<file path="src/rtl/clk_en_gen.sv">
// clk_en_gen: multi-channel fractional clock-enable generator.
// Each channel accumulates inc_r per enabled cycle and wraps at mod_r,
// emitting a registered one-cycle CLK_EN pulse per wrap (average rate
// CLK*INC/MOD) and toggling a square-wave PHASE output on every pulse.
// SYNC restarts every channel together so their phases line up.
module clk_en_gen #(
  parameter int COUNT       = 4,
  parameter int ACC_WIDTH   = 16,
  parameter int DEFAULT_INC = 1,
  parameter int DEFAULT_MOD = 30
) (
  input  logic                       CLK,
  input  logic                       RESET_n,
  input  logic [COUNT-1:0]           ENABLE,
  input  logic [COUNT-1:0]           LOAD,
  input  logic [COUNT*ACC_WIDTH-1:0] INC,
  input  logic [COUNT*ACC_WIDTH-1:0] MOD,
  input  logic                       SYNC,
  output logic [COUNT-1:0]           CLK_EN,
  output logic [COUNT-1:0]           PHASE,
  output logic [COUNT-1:0]           BAD_CFG
);

  localparam logic [ACC_WIDTH-1:0] RST_INC = ACC_WIDTH'(DEFAULT_INC);
  localparam logic [ACC_WIDTH-1:0] RST_MOD = ACC_WIDTH'(DEFAULT_MOD);

  for (genvar g = 0; g < COUNT; g++) begin : g_ch
    logic [ACC_WIDTH-1:0] acc;
    logic [ACC_WIDTH-1:0] inc_r;
    logic [ACC_WIDTH-1:0] mod_r;
    logic [ACC_WIDTH-1:0] acc_nxt;
    logic [ACC_WIDTH:0]   sum;
    logic                 wrap;
    logic                 bad;
    logic                 en_q;
    logic                 ph_q;

    // Next accumulator value; sum carries one extra bit so acc+inc never overflows.
    always_comb begin
      sum     = {1'b0, acc} + {1'b0, inc_r};
      wrap    = (sum >= {1'b0, mod_r});
      acc_nxt = sum[ACC_WIDTH-1:0];
      if (wrap) begin
        acc_nxt = ACC_WIDTH'(sum - {1'b0, mod_r});
      end
    end

    // A zero ratio, zero modulus or ratio >= 1 cannot produce a meaningful enable.
    always_comb begin
      bad = (inc_r == '0) || (mod_r == '0) || (inc_r >= mod_r);
    end

    // Channel state: strobes clear first, then bad config, then the gated step.
    always_ff @(posedge CLK or negedge RESET_n) begin
      if (!RESET_n) begin
        acc   <= '0;
        inc_r <= RST_INC;
        mod_r <= RST_MOD;
        en_q  <= 1'b0;
        ph_q  <= 1'b0;
      end else if (SYNC || LOAD[g]) begin
        // A coincident LOAD still takes effect when SYNC is asserted.
        acc  <= '0;
        en_q <= 1'b0;
        if (LOAD[g]) begin
          inc_r <= INC[g*ACC_WIDTH +: ACC_WIDTH];
          mod_r <= MOD[g*ACC_WIDTH +: ACC_WIDTH];
        end
        if (SYNC) begin
          ph_q <= 1'b0;
        end
      end else if (bad) begin
        acc  <= '0;
        en_q <= 1'b0;
      end else if (ENABLE[g]) begin
        acc  <= acc_nxt;
        en_q <= wrap;
        if (wrap) begin
          ph_q <= ~ph_q;
        end
      end else begin
        en_q <= 1'b0;
      end
    end

    assign CLK_EN[g]  = en_q;
    assign PHASE[g]   = ph_q;
    assign BAD_CFG[g] = bad;
  end

endmodule

</file>
<file path="config.mk">
export PLATFORM = sky130hd
export DESIGN_NAME = clk_en_gen
export DESIGN_NICKNAME = d
export VERILOG_FILES = /design/src/rtl/clk_en_gen.sv
export SDC_FILE = /design/constraint.sdc
export NUM_CORES = 1
export LEC_CHECK = 0
export ABC_AREA = 1
export CAP_MARGIN = 20
export CORE_ASPECT_RATIO = 1.4
export CORE_MARGIN = 2
export CORE_UTILIZATION = 30
export CTS_CLUSTER_DIAMETER = 200
export DETAILED_ROUTE_END_ITERATION = 12
export DONT_BUFFER_PORTS = 1
export PLACE_DENSITY = 0.44
export SETUP_SLACK_MARGIN = 0.3
export SLEW_MARGIN = 10
export SYNTH_ARGS = -nofsm -noshare
export SYNTH_HDL_FRONTEND = slang
export SYNTH_SLANG_ARGS = --single-unit
</file>
<file path="constraint.sdc">
create_clock -name CLK -period 3 [get_ports CLK]
set_clock_uncertainty 0.05 [all_clocks]
set_input_delay 0.3 -clock CLK [delete_from_list [all_inputs] [get_ports CLK]]
set_output_delay 0.3 -clock CLK [all_outputs]
set_load 0.02 [all_outputs]
</file>
==> flow_summary_export.csv <==
group,metric,value,unit
run_status,outcome,"complete, but fails checks",
run_status,failed_checks,"hold timing, setup timing",
cts,worstSkewPairLatency,500,ps
worst_setup_path,slowest_stage,"dfstp_2",
floorplan,core-area,58500,um^2
floorplan,die_area,61000,um^2
timing,rsz0062_at_grt,"true",
route,drt_iter0_drc,823,
route,routed.top_layer,"met5",
layout,layout_commonest_cell,"nand2_1",
grt,grt_antenna_before_repair,9,
timing,setup_tns,-23410,ps
cts,tritoncts,"built",
timing,layout_setup_ws,-500,ps
cts,cts_buffer_depth,2,
route,ant_nets,0,
pwr,power_density,523,nW/um^2
placement,hpwl,51400,um
floorplan,rows,105,
pwr,power_leakage,13.5,nW
floorplan,die_width,209,um
cts,path_clk_slew,80,ps
worst_setup_path,reg2reg_depth,24,
grt,gr-usage-all-layers,21.7,%
route,vias,18600,
yosys,syn_inst,2661,
floorplan,die-height,292,um
worst_setup_path,r2r_start,"g_ch[2].inc_r[0]",
timing,finalCriticalPeriod,3500,ps
worst_setup_path,path_class,"reg -> reg",
yosys,synth_seq_cells,200,
cts,h-tree-depth,4,
grt,grt_max_degree,201,
yosys,yosys_warnings,0,
worst_setup_path,crit_top_cell,"nand2_2",
pwr,power,13.5,mW
hold_path,hold_path_class,"in -> async",
route,wl_met3,2340,um
worst_setup_path,cp-start-kind,"flip-flop",
worst_setup_path,r2r_slack,-500,ps
grt,grt_pass1_vias,19100,
layout,nNetsFinal,3541,
worst_setup_path,end_kind,"flip-flop",
floorplan,pin_count,151,
cts,clock-sinks,200,
floorplan,start_util,30.3,%
route,wl_met2,33800,um
layout,mostFrequentLayoutCells,"nand2_1, buf_4, inv_1",
route,wl_met1,26800,um
yosys,synth_nets,3000,
worst_setup_path,crit_required,3310,ps
job,drv_cap,0,
grt,overflow,0,
placement,place_ws,-644,ps
worst_setup_path,critPathLaunch,"g_ch[2].inc_r[0]",
timing,fin_crit_sh,117,%
grt,grt_pass1_wl,103000,um
timing,finalSetupViolCount,72,
worst_setup_path,crit_buf_inv,7,
placement,place.gp.congestion,0.858,
route,drc_errors,0,
placement,portBuffers,0,
route,routed_wirelength,65400,um
yosys,syn_area_per_cell,6.66,um^2
layout,syn2layout_area_growth,45.7,%
worst_setup_path,crit_arrival,3810,ps
yosys,seq_area_frac_synth,28.4,%
yosys,syn_area,17700,um^2
route,wl_per_cell,16.5,um
worst_setup_path,worstReg2RegEnd,"g_ch[2].en_q",
layout,drive_gt1_share,28.1,%
route,via_per_inst,4.69,
timing,drv_slew,0,
timing,max_freq,286,MHz
yosys,yosysUniqueCellTypes,42,
route,first_pass_iters,5,
timing,worst_pin_slew,1070,ps
timing,slew_headroom,28.3,%
cts,numCtsBuffers,17,
worst_setup_path,cp_max_fo,8,
worst_setup_path,path_cells,"ha_4, inv_2, fa_2, nand3b_1, nand2_2, nand2_2, nand2_2, buf_6, buf_12, xor2_4, ha_4, nand2_2, inv_2, nand2_1, inv_1, and2_1, nand2_2, nand2_2, nand2_2, nand2_4, buf_12, buf_6, nand2_4, nor2_2",
pwr,peakVddDrop,353,uV
cts,cts_root_buf,"clkbuf_16",
timing,hold_viol,200,
worst_setup_path,slowest_delay,560,ps
worst_setup_path,critPathTopFamily,"simple AND/OR/NAND/NOR gates",
timing,timing.hold.ws,-555,ps
cts,cts_hold_buf,135,
-- flip-flops by register name (all words and copies together) (netlist names) --
name        count
g_ch.acc       64
g_ch.mod_r     64
g_ch.en_q       4
g_ch.ph_q       4
g_ch.inc_r     64
-- layer usage --
metal | up-vias | global-route usage [%]
li1 | 9547 | -
met1 | 8680 | 24.6
met2 | 300 | 40.4
met3 | 104 | 3.55
met4 | 6 | 8.33
met5 | - | 0
-- stage by stage --
| step | utilization (%) | instances | cell area (um^2) |
|---|---|---|---|
| finish | 44.2 | 3970 | 25800 |
| global route | 44.2 | 3969 | 25800 |
| CTS | 42.6 | 3947 | 24900 |
| detailed placement | 36.7 | 3741 | 21500 |
| global placement | 36.7 | 3741 | 21500 |
| floorplan | - | 2661 | 18000 |
-- where the power goes --
part           internal, mW  switching [mW]
Sequential             2.93           0.195
Combinational          3.64            4.21
Clock                  1.32            1.20
-- final cells by class --
| cell class | instances | area (um^2) |
|---|---|---|
| Timing Repair Buffer | 576 | 4920 |
| Sequential cell | 200 | 5030 |
| Antenna cell | 6 | 15.0 |
| Timing Repair inverter | 2 | 22.5 |
| Multi-Input combinational cell | 2071 | 13000 |
| Fill cell | 5949 | 32600 |
| Inverter | 334 | 1280 |
| Clock buffer | 22 | 484 |
| Tap cell | 749 | 937 |
| Clock inverter | 10 | 118 |
-- how the worst max path moves through the flow --
| stage | cells past startpoint | endpoint | slack [ps] |
|---|---|---|---|
| after floorplan | 25 | g_ch[2].acc[5] | -210 |
| after global placement | 21 | g_ch[2].acc[9] | -630 |
| after detailed placement | 21 | g_ch[2].acc[9] | -640 |
| after CTS | 24 | g_ch[2].acc[9] | -480 |
| after global routing | 21 | g_ch[2].acc[5] | -700 |
| final | 24 | g_ch[2].en_q | -500 |
-- synthesized netlist by cell type, drive strengths merged --
| cell | number | share of area [%] |
|---|---|---|
| nand4 | 32 | 1.3 |
| o21a | 6 | 0.25 |
| nand2 | 1065 | 23 |
| o21bai | 11 | 0.47 |
| buf | 32 | 1.5 |
| ha | 192 | 14 |
| xnor2 | 18 | 0.89 |
| inv | 334 | 7.1 |
| or2 | 6 | 0.21 |
| nor2 | 179 | 4.0 |
| nor3b | 3 | 0.25 |
| xor2 | 45 | 2.2 |
| dfstp | 20 | 3.0 |
| and2 | 5 | 0.18 |
| a21o | 5 | 0.21 |
| nand3b | 14 | 0.59 |
| a21oi | 136 | 3.9 |
| clkbuf | 26 | 0.55 |
| nor3 | 26 | 1.2 |
| dfrtp | 180 | 25 |
| o21ai | 143 | 4.1 |
| nor4 | 10 | 0.35 |
| nand3 | 165 | 4.7 |
| fa | 8 | 0.90 |
-- worst reg2reg max path: cells and delay by family, from the launching register on --
family / cells / cell delay, ps
buffers and inverters: 7 / 630
xor gates and xnor gates: 1 / 230
and+or+nand+nor: 13 / 1150
DFF: 1 / 560
adders and majority gates: 3 / 740
-- what timing repair did --
action                                 CTS  global route
gates cloned                             5             1
setup endpoints to repair               75            75
pin swaps                              133           105
buffers inserted                        34            16
resized for setup                      236           174
endpoints found under the hold margin  346           200
-- kinds of logic (layout without fill, tap and decap cells) --
family	count (synthesis)	count (layout)	synth area share, %
AND/OR/NAND/NOR	1505	1507	35.9
buffers and inverters	392	944	9.18
AO/OA/AOI/OAI	301	301	8.94
adder cells (fa/ha/maj)	200	200	14.5
flip-flops	200	200	28.4
XOR/XNOR	63	63	3.11
other	0	6	0
No activity file was read; power rests on OpenSTA's default activity.
